**src/rtl/game_pkg.sv**
```systemverilog
// Shared constants for the Frogger session sequencer.
// State codes are fixed so the debug display can decode them.
package game_pkg;

  localparam int LEVEL_W = 4;
  localparam int LIVES_W = 2;
  localparam int STATE_W = 3;

  localparam logic [STATE_W-1:0] ST_IDLE      = 3'd0;
  localparam logic [STATE_W-1:0] ST_PLAY      = 3'd1;
  localparam logic [STATE_W-1:0] ST_DEATH     = 3'd2;
  localparam logic [STATE_W-1:0] ST_WIN       = 3'd3;
  localparam logic [STATE_W-1:0] ST_GAME_OVER = 3'd4;
  localparam logic [STATE_W-1:0] ST_VICTORY   = 3'd5;

  typedef logic [LEVEL_W-1:0] level_t;
  typedef logic [LIVES_W-1:0] lives_t;

endpackage

```
**src/rtl/game_flow_ctrl_sync_edge.sv**
```systemverilog
// Two-flop synchronizer followed by a rising-edge detector.
// A held input yields exactly one single-cycle pulse.
module sync_edge (
  input  logic clk,
  input  logic reset_n,
  input  logic din,
  output logic pulse
);

  logic s1;
  logic s2;
  logic s3;

  always_ff @(posedge clk or negedge reset_n) begin
    if (!reset_n) begin
      s1 <= 1'b0;
      s2 <= 1'b0;
      s3 <= 1'b0;
    end else begin
      s1 <= din;
      s2 <= s1;
      s3 <= s2;
    end
  end

  assign pulse = s2 & ~s3;

endmodule

```
**src/rtl/game_flow_ctrl.sv**
```systemverilog
// Frogger session sequencer: levels, lives, round resets and
// the freeze window around deaths and wins.
module game_flow_ctrl
  import game_pkg::*;
#(
  parameter int MAX_LEVEL     = 8,
  parameter int START_LIVES   = 3,
  parameter int FREEZE_CYCLES = 12_500_000,
  parameter int GUARD_CYCLES  = 2,
  parameter int CNT_W         = 24
) (
  input  logic               clk,
  input  logic               reset_n,
  input  logic               start,
  input  logic               death_collision,
  input  logic               win_collision,
  output logic [LEVEL_W-1:0] current_level,
  output logic [LIVES_W-1:0] lives,
  output logic               round_reset,
  output logic               freeze,
  output logic [STATE_W-1:0] state,
  output logic               game_over,
  output logic               victory
);

  localparam level_t          LVL_MAX  = LEVEL_W'(MAX_LEVEL);
  localparam level_t          LVL_ONE  = LEVEL_W'(1);
  localparam lives_t          LIV_INIT = LIVES_W'(START_LIVES);
  localparam logic [CNT_W-1:0] FRZ_LD  = CNT_W'(FREEZE_CYCLES - 1);
  localparam logic [CNT_W-1:0] GRD_LD  = CNT_W'(GUARD_CYCLES);

  logic start_pulse;

  logic [STATE_W-1:0] nstate;
  level_t             nlevel;
  lives_t             nlives;
  logic [CNT_W-1:0]   fcnt;
  logic [CNT_W-1:0]   nfcnt;
  logic [CNT_W-1:0]   guard;
  logic [CNT_W-1:0]   nguard;
  logic               enter_play;

  sync_edge u_start_sync (
    .clk     (clk),
    .reset_n (reset_n),
    .din     (start),
    .pulse   (start_pulse)
  );

  always_comb begin
    nstate = state;
    nlevel = current_level;
    nlives = lives;
    nfcnt  = fcnt;
    nguard = guard;
    unique case (1'b1)
      (state == ST_IDLE),
      (state == ST_GAME_OVER),
      (state == ST_VICTORY): begin
        if (start_pulse) begin
          nstate = ST_PLAY;
          nlevel = LVL_ONE;
          nlives = LIV_INIT;
        end
      end
      (state == ST_PLAY): begin
        // collisions only count once the guard window has drained
        if (guard != '0) begin
          nguard = guard - 1'b1;
        end else if (death_collision) begin
          nstate = ST_DEATH;
          nfcnt  = FRZ_LD;
          if (lives != '0)
            nlives = lives - 1'b1;
        end else if (win_collision) begin
          nstate = ST_WIN;
          nfcnt  = FRZ_LD;
        end
      end
      (state == ST_DEATH): begin
        if (fcnt != '0)
          nfcnt = fcnt - 1'b1;
        else if (lives == '0)
          nstate = ST_GAME_OVER;
        else
          nstate = ST_PLAY;
      end
      (state == ST_WIN): begin
        if (fcnt != '0) begin
          nfcnt = fcnt - 1'b1;
        end else if (current_level >= LVL_MAX) begin
          nstate = ST_VICTORY;
        end else begin
          nstate = ST_PLAY;
          nlevel = current_level + 1'b1;
        end
      end
      default: nstate = ST_IDLE;
    endcase
    enter_play = (nstate == ST_PLAY) && (state != ST_PLAY);
    if (enter_play)
      nguard = GRD_LD;
  end

  always_ff @(posedge clk or negedge reset_n) begin
    if (!reset_n) begin
      state         <= ST_IDLE;
      current_level <= LVL_ONE;
      lives         <= LIV_INIT;
      round_reset   <= 1'b0;
      freeze        <= 1'b1;
      game_over     <= 1'b0;
      victory       <= 1'b0;
      fcnt          <= '0;
      guard         <= '0;
    end else begin
      state         <= nstate;
      current_level <= nlevel;
      lives         <= nlives;
      round_reset   <= enter_play;
      freeze        <= (nstate != ST_PLAY);
      game_over     <= (nstate == ST_GAME_OVER);
      victory       <= (nstate == ST_VICTORY);
      fcnt          <= nfcnt;
      guard         <= nguard;
    end
  end

endmodule

```
**config.mk**
```make
export PLATFORM = sky130hd
export DESIGN_NAME = game_flow_ctrl
export DESIGN_NICKNAME = d
export VERILOG_FILES = /design/src/rtl/game_pkg.sv /design/src/rtl/game_flow_ctrl_sync_edge.sv /design/src/rtl/game_flow_ctrl.sv
export SDC_FILE = /design/constraint.sdc
export NUM_CORES = 1
export LEC_CHECK = 0
export CORE_MARGIN = 2
export CORE_UTILIZATION = 55
export DETAILED_ROUTE_END_ITERATION = 8
export HOLD_SLACK_MARGIN = 0.08
export PLACE_DENSITY = 0.74
export SLEW_MARGIN = 10
export SYNTH_ARGS = -nofsm -noshare
export SYNTH_HDL_FRONTEND = slang
export SYNTH_HIERARCHICAL = 1
export SYNTH_SLANG_ARGS = --single-unit
export TNS_END_PERCENT = 30
```
**constraint.sdc**
```tcl
create_clock -name clk -period 2.99 [get_ports clk]
set_input_delay 0.7475 -clock clk [delete_from_list [all_inputs] [get_ports clk]]
set_output_delay 0.7475 -clock clk [all_outputs]
set_load 0.1 [all_outputs]
```
# == Word level (Yosys, flattened, before mapping) ==
# Index checks and enable logic that the tools add are counted.
# W data, S select, Z words.
# classes
n_addsub,4
n_lt_le_gt_ge,1
n_eq_ne,18
n_mux,26
bitwise,2
reduce_logical,17
# op_table
operator,count
$mux W24,7
$pmux W24 S2,1
$reduce_bool A24 Y1,2
$sub A24 B1 Y24 const B,2
$mux W3,8
$eq A3 B3 Y1 const B,4
$mux W4,3
$pmux W3 S4,1
$reduce_bool A2 Y1,6
$ne A2 B2 Y1 const B,5
$mux W2,4
$pmux W4 S2,1
$reduce_and A4 Y1,2
$eq A3 B1 Y1 const B,2
$eq A3 B2 Y1 const B,2
$ne A3 B1 Y1 const B,2
$reduce_and A5 Y1,1
$add A4 B1 Y4 const B,1
$ge A4 B4 Y1 const B,1
$ne A2 B1 Y1 const B,2
$pmux W2 S2,1
$logic_not A3 Y1,1
$ne A3 B3 Y1 const B,1
$reduce_or A3 Y1,1
other kinds (7),7
# totals
regBits,64
in_bits,5

# == Logic depth before layout (Yosys ltp) ==
# Gate-level depths: netlist of the first run.
# depth
depth_word,8
mapped_depth,9
ltp_nobuf,7

# == By module ==
# The synthesis of the first run kept the hierarchy.
# by_module_without_submodules
module,n_inst,cells_per_inst,area_each_um2,seq_area_each_um2
game_flow_ctrl,1,376,3520.9,1531.5
sync_edge,1,4,88.8,75.1

# == Worst setup path before layout of the first run ==
# No wires, ideal clock.
# synth_path
path_type,flip-flop to flip-flop
from,reg state[0]
to,reg guard[1]
setup_time_ns,0.126
t_arrival_ns,2.772
required_ns,2.864
setup_slack_ns,0.092
path_stages_with_launch,8
n_path_buf,2
period_less_slack_ns,2.898
cell_sequence,dfrtp_1 clkbuf_1 nor3b_1 and4_1 nand3_1 o211a_1 buf_2 a221o_1
# synth_between
elab_chain_len,8
# synth_rtl
item,line_no,text
start: declaration,game_flow_ctrl.sv:21,"output logic [STATE_W-1:0] state,"
start signal: assignment,game_flow_ctrl.sv:117,state <= nstate;
$mux W3,game_flow_ctrl.sv:75,end else if (win_collision) begin
$mux W3,game_flow_ctrl.sv:70,end else if (death_collision) begin
$mux W3,game_flow_ctrl.sv:68,if (guard != '0) begin
$pmux W3 S4,game_flow_ctrl.sv:56,unique case (1'b1)
$eq A3 B1 Y1,game_flow_ctrl.sv:100,enter_play = (nstate == ST_PLAY) && (state != ST_PLAY);
$logic_and A1 B1 Y1,game_flow_ctrl.sv:100,
$reduce_bool A2 Y1 (no source line),-,
$reduce_and A2 Y1 (no source line),-,
end signal: assignment,game_flow_ctrl.sv:125,guard <= nguard;
end: declaration,game_flow_ctrl.sv:39,logic [CNT_W-1:0] guard;
# Several ways; a longest one is shown, not always the timed one.
# A chain may end at the register's enable or synchronous reset.

# == Final worst setup path of the first run ==
# layout_path
from,reg fcnt[10]
to,reg guard[13]
# layout_between
elab_chain_len,7
# layout_rtl
item,line_no,text
start: declaration,game_flow_ctrl.sv:37,logic [CNT_W-1:0] fcnt;
start signal: assignment,game_flow_ctrl.sv:124,fcnt <= nfcnt;
$reduce_bool A24 Y1 (*),"game_flow_ctrl.sv:81, game_flow_ctrl.sv:89",
$mux W3 (on tied branches),"game_flow_ctrl.sv:89, game_flow_ctrl.sv:81",
$pmux W3 S4 (*),game_flow_ctrl.sv:56,
$eq A3 B1 Y1 (*),game_flow_ctrl.sv:100,
$logic_and A1 B1 Y1 (*),game_flow_ctrl.sv:100,
$reduce_bool A2 Y1 (no source line),-,
$reduce_and A2 Y1 (no source line),-,
# Mark *: on every way between the ends. The rest lies on a longest branch, timed or not.

==> run metrics, run 1 <==
synth unique cells=between 50 and 60; Crit Path Class=reg -> reg; Combinational Power Share=0.016; largest net degree at the start of global routing=47; # port buffers=17; cell-internal power=1.47 mW; Layout area overhead=14.2%; Switching Share=0.199; Die Span Y=85.0 um; core area=around 6300 um^2; Power per Cell Area=about 450 nW/um^2; skew final=8.76 ps; ANT nets after route=0; vias per cell=~6.3; final setup fails=0; Pwr Total=between 1.5 and 2 mW; Synth top area share=0.416; slowest stage delay, CP=570 ps; vias in the first global route=approximately 3000; clock share of power=0.512; Site Rows=29; filler cell count=around 490; post-CTS sizing=0; commonest cells after routing, fill and taps aside=dfrtp_1 (60), a21oi_1 (34), buf_4 (29); clock tree buffer depth=2; CP Max Fanout=26; First DRT Iteration DRCs=between 200 and 250; drt drc=0; CTS tree=yes; nets=approximately 410; Arr. time, crit path=2950 ps; drt pass-1 iters=4; Worst VDD drop=around 0.00032 V; Die Wd=85.0 um; Post-synth top flop=dfrtp_1; hold_buf cts=0; Boundary Pins=18; first-pass GRT wire length=between 10000 and 15000 um; via count=3044; clk sinks=64; ranking of synthesized cells by area=dfrtp_1 (42%), a21oi_1 (4.7%), xor2_1 (3.2%), dfstp_2 (2.9%), nor3_1 (2.8%); fin crit period=roughly 2700 ps; status=finished, final reports clean; most common cell after layout, fill and taps aside=dfrtp_1; Mapped Area=~3600 um^2; H-tree Lvls=3; worst slew pin tran=between 700 and 800 ps; Mapped Cells=380; root buf cell=clkbuf_8; Sequential Power Share=0.472; Synth Net Count=approximately 400; ys async rst share=1.00; Worst setup EP type=flip-flop; layout cell share with drive strength beyond 1=0.162; crit path launch type=flip-flop; Final Hold Viols=0; Post-synth EDFFs=0; Max Freq=roughly 360 MHz; clk_lat worst skew=360 ps; Slew headroom=0.478; WL final=roughly 8400 um; wire per inst=17.3 um; Slew Limit Fails=0; Yosys reg bits=64; worst path required time=~3200 ps; Initial Util=0.568; Setup Buffers After CTS=0; RSZ-0062 raised after global routing=false; Synth area leader=dfrtp_1; setup_tns=0 ps; Lkg Pwr=~1.5 nW; sequential area share after synthesis=0.445; Detail Placement HPWL=about 5700 um; ANT cells=0; Clock transition at path regs=around 70 ps; grt ovf=0; Yosys warning count=6; Final GP Congestion=0.916; crit-path cells=or4_4 -> or4_4 -> nor4_2 -> buf_4 -> o211a_1 -> buf_4 -> a22oi_1; Slowest-stage cell, CP=or4_4; initial antenna violation count=0; min-delay worst type=in -> async; die footprint=7230 um^2; period utilization=0.919; Mapped Avg Cell Area=about 9.5 um^2; CTS Buf Count=9; Maximum Capacitance Violations=0; Sw Pwr=around 370 uW; Total GRT Usage=0.255
[cell type report]
type | instances | area, um^2 | area share
clock buffers | 11 | 151 | 0.0367
well taps | 77 | 96.3 | 0.0234
inverters | 10 | 37.5 | 0.00910
repair buffers | 34 | 273 | 0.0662
flip-flops and latches | 64 | 1610 | 0.390
clock inverters | 5 | 103 | 0.0249
multi-input cells | 283 | 1860 | 0.450
[power groups by stage]
stage	sequential, mW	combinational, mW	clock (mW)
floorplan	0.885	0.00329	0
finish	0.869	0.0285	0.942
global placement	0.885	0.0295	0
CTS	0.869	0.0298	0.950
global route	0.869	0.0329	0.988
detailed placement	0.885	0.0297	0
[sequential cells by signal (all words and copies together) (netlist names)]
register         flops
u_start_sync/s1      1
fcnt                24
round_reset          1
guard               24
u_start_sync/s3      1
freeze               1
lives                2
current_level        4
u_start_sync/s2      1
game_over            1
victory              1
state                3
[worst paths after layout]
path,to,cells after the start,slack (ps),start
max,guard[13]$_DFFE_PN0P_,7,240,fcnt[10]$_DFFE_PN0P_
min,state[2]$_DFF_PN0_,1,330,reset_n
max reg2reg,guard[13]$_DFFE_PN0P_,7,240,fcnt[10]$_DFFE_PN0P_
min reg2reg,u_start_sync/s2$_DFF_PN0_,0,350,u_start_sync/s1$_DFF_PN0_
max in group asynchronous,freeze$_DFF_PN1_,2,2020,reset_n
min in group clk,u_start_sync/s2$_DFF_PN0_,0,350,u_start_sync/s1$_DFF_PN0_
[critical path, delay by kind of cell (launching register included)]
kind | cells | cell delay (ps)
buffers and inverters | 2 | 470
and+or+nand+nor | 3 | 1430
AOI/OAI and AO/OA | 2 | 280
DFF | 1 | 410
[metrics by stage]
stage	hold WS (ps)	setup slack (ps)	instance area [um^2]	std cells	util
detailed placement	340	274	3870	468	0.609
global route	353	103	4120	484	0.649
finish	325	242	4120	484	0.649
floorplan	331	92.0	3610	380	-
CTS	337	258	4120	484	0.649
global placement	338	379	3870	468	0.609
[cells in the mapped netlist (all sizes together) (6+ instances only)]
| cell | number |
|---|---|
| dfrtp | 60 |
| a21oi | 35 |
| nor2 | 20 |
| nor3 | 20 |
| o21ai | 20 |
| nand2 | 18 |
| nor4 | 17 |
| clkbuf | 14 |
| nand3 | 13 |
| or4 | 13 |
| xor2 | 13 |
| or3 | 11 |
| inv | 10 |
| buf | 9 |
| nand2b | 8 |
| nand4 | 8 |
| a31oi | 7 |
| mux2i | 7 |
| and3 | 6 |
| ha | 6 |
| xnor2 | 6 |
[layer usage]
| metal | GRT usage | wire [um] | vias up |
|---|---|---|---|
| met5 | 0 | 0 | - |
| met4 | 0.0981 | 127 | 0 |
| met3 | 0.0525 | 506 | 14 |
| met2 | 0.384 | 3860 | 87 |
| met1 | 0.363 | 3870 | 1476 |
| li1 | - | - | 1467 |
[cells by family after synthesis]
| logic type | after synthesis | synth area share |
|---|---|---|
| fa+ha+maj | 6 | 0.0208 |
| flops | 64 | 0.445 |
| buf+inv | 33 | 0.0426 |
| xor+xnor | 19 | 0.0461 |
| compound gates | 91 | 0.159 |
| simple gates | 158 | 0.260 |
| mux | 9 | 0.0257 |
No activity file was read; power rests on OpenSTA's default activity.
==> run 2, diff against run 1 <==
--- a/config.mk
+++ b/config.mk
@@ -8,7 +8,6 @@
 export CORE_MARGIN = 2
 export CORE_UTILIZATION = 55
 export DETAILED_ROUTE_END_ITERATION = 8
-export HOLD_SLACK_MARGIN = 0.08
 export PLACE_DENSITY = 0.74
 export SLEW_MARGIN = 10
 export SYNTH_ARGS = -nofsm -noshare
==> results of run 2 <==
Final layout, timing and power as in run 1 (identical DEF).
==> run 3, diff against run 2 <==
--- a/config.mk
+++ b/config.mk
@@ -8,10 +8,9 @@
 export CORE_MARGIN = 2
 export CORE_UTILIZATION = 55
 export DETAILED_ROUTE_END_ITERATION = 8
-export PLACE_DENSITY = 0.74
+export PLACE_DENSITY = 0.76
 export SLEW_MARGIN = 10
 export SYNTH_ARGS = -nofsm -noshare
 export SYNTH_HDL_FRONTEND = slang
 export SYNTH_HIERARCHICAL = 1
 export SYNTH_SLANG_ARGS = --single-unit
-export TNS_END_PERCENT = 30
==> run metrics, run 3 (same netlist as run 1, synthesis figures left out) <==
status=finished, final reports clean; Arr. time, crit path=3040 ps (+90 ps); cell-internal power=1.36 mW (-7.5%); First DRT Iteration DRCs=304 (+45%); min-delay worst type=reg -> reg; # port buffers=17 (unchanged); initial antenna violation count=0 (unchanged); vias per cell=6.52 (+3.6%); met2 Use GR=0.354 (-0.0298); Combinational Power Share=0.016 (about the same); Layout area overhead=12.9%; CP top delay family=simple AND/OR/NAND/NOR gates; Clock transition at path regs=70 ps (about the same); CTS Buf Count=9 (unchanged); clk sinks=64 (unchanged); grt met1 use=0.367 (+0.00409); largest net degree at the start of global routing=34 (-28%); Slowest-stage cell, CP=or4_1; slowest stage delay, CP=630 ps (+60 ps); Die Wd=85.0 um (unchanged); setup ws final=240 ps (-1.76 ps); Final Hold Viols=0 (unchanged); drt drc=0 (unchanged); Initial Util=0.568 (unchanged); FF/Latch Area=1610 um^2 (unchanged); via count=3141 (+3.2%); Layout Cells excl Fill=482 (-0.41%); CP Max Fanout=26 (unchanged); Power per Cell Area=424 nW/um^2 (-5.0%); Die Span Y=85.0 um (unchanged); most common cell after layout, fill and taps aside=dfrtp_1; nets=411 (-0.48%); placed instance count=466 (-0.43%); RSZ-0062 raised after global routing=false; hold_buf cts=0 (unchanged); crit path launch type=flip-flop; Slew headroom=0.528 (+0.0496); pre-CTS setup slack=293 ps (+18.4 ps); setup_tns=0 ps (unchanged); Detail Placement HPWL=5800 um (+1.3%); Sw Pwr=363 uW (-0.54%); vias in the first global route=2936 (-2.5%); clock tree buffer depth=2 (unchanged); Total GRT Usage=0.244 (-0.0107); die footprint=7230 um^2 (unchanged); Switching Share=0.210 (+0.0118); area occupied by multi-input gates=1860 um^2 (unchanged); Slew Limit Fails=0 (unchanged); Lkg Pwr=1.48 nW (-1.6%); most numerous cell on the critical path=or4_1; Final GP Congestion=0.864 (-5.7%); H-tree Lvls=3 (unchanged); clock share of power=0.481 (-0.031); WL final=8400 um (+0.54%); CTS tree=yes; post-CTS sizing=0 (unchanged); root buf cell=clkbuf_8; period utilization=0.920 (about the same); Most Crowded Layer GR=met1; Max Freq=364 MHz (about the same); Setup Buffers After CTS=0 (unchanged); skew final=10.1 ps (+1.33 ps); filler cell count=530 (+7.7%); fin crit period=2750 ps (+1.76 ps); Worst VDD drop=0.000277 V (-14%); GR Util met3=0.0331 (-0.0195); wire per inst=17.4 um (+0.96%); ANT cells=0 (unchanged); commonest cells after routing, fill and taps aside=dfrtp_1 (60), a21oi_1 (34), buf_4 (27); hold slack=358 ps (+32.4 ps); clk_lat worst skew=350 ps (about the same); Sequential Power Share=0.503 (+0.031); Boundary Pins=18 (unchanged); final setup fails=0 (unchanged); worst slew pin tran=690 ps (-89.8 ps); Worst setup EP type=flip-flop; drt pass-1 iters=5 (+1); layout cell share with drive strength beyond 1=0.158 (-0.00414); leading registers by flop count=fcnt (24), guard (24), current_level (4); core area=6350 um^2 (unchanged); crit-path cells=or4_1 -> or4_1 -> nor4_2 -> o211a_1 -> buf_4 -> a221o_1; Maximum Capacitance Violations=0 (unchanged); ANT nets after route=0 (unchanged); grt ovf=0 (unchanged); worst path required time=3280 ps (+90 ps); Bufs and invs on worst path=1 (-1); Site Rows=29 (unchanged); Crit Path Class=reg -> reg; first-pass GRT wire length=14200 um (-3.1%)
-- run 3: cell count changes in the layout (fill, tap and decap cells not counted), sizes merged --
cell	previous run	this run
buf	31	29
clkinv	1	3
bufinv	3	2
clkbuf	11	10
-- run 3: power groups by stage --
stage               Sequential [mW]  Clock [mW]  Combinational (mW)
finish                        0.869       0.830              0.0278
global route                  0.868       0.879              0.0327
CTS                           0.869       0.839              0.0294
detailed placement            0.885           0              0.0293
global placement              0.885           0              0.0292
floorplan                     0.885           0             0.00329
-- run 3: final cells by class --
class	instances	share of cell area
flip-flops and latches	64	0.394
clock inverters	6	0.0203
clock buffers	10	0.0338
well taps	77	0.0236
multi-input cells	283	0.455
repair buffers	32	0.0633
inverters	10	0.00921
-- run 3: path summary, 6_finish.rpt --
check | startpoint | endpoint | slack, ps | cells after the start
min in group asynchronous | reset_n | fcnt[8]$_DFFE_PN0P_ | 450 | 1
max reg2reg | fcnt[5]$_DFFE_PN0P_ | guard[1]$_DFFE_PN0P_ | 240 | 6
max | fcnt[5]$_DFFE_PN0P_ | guard[1]$_DFFE_PN0P_ | 240 | 6
min reg2reg | u_start_sync/s1$_DFF_PN0_ | u_start_sync/s2$_DFF_PN0_ | 360 | 0
min | u_start_sync/s1$_DFF_PN0_ | u_start_sync/s2$_DFF_PN0_ | 360 | 0
max in group asynchronous | reset_n | lives[0]$_DFFE_PN1P_ | 1850 | 2
-- run 3: through the flow --
step                 util  power [mW]  instance area [um^2]
floorplan               -       0.888                  3610
global placement    0.607       0.914                  3850
detailed placement  0.607       0.914                  3850
CTS                 0.642        1.74                  4070
global route        0.642        1.78                  4070
finish              0.642        1.73                  4070
-- run 3: metal layers --
layer  vias to the layer above  wire [um]  share of wire
met5                         -          0              0
met4                         0        148          0.018
met3                        14        428          0.051
met2                       113       3740           0.45
met1                      1549       4080           0.49
li1                       1465          -              -
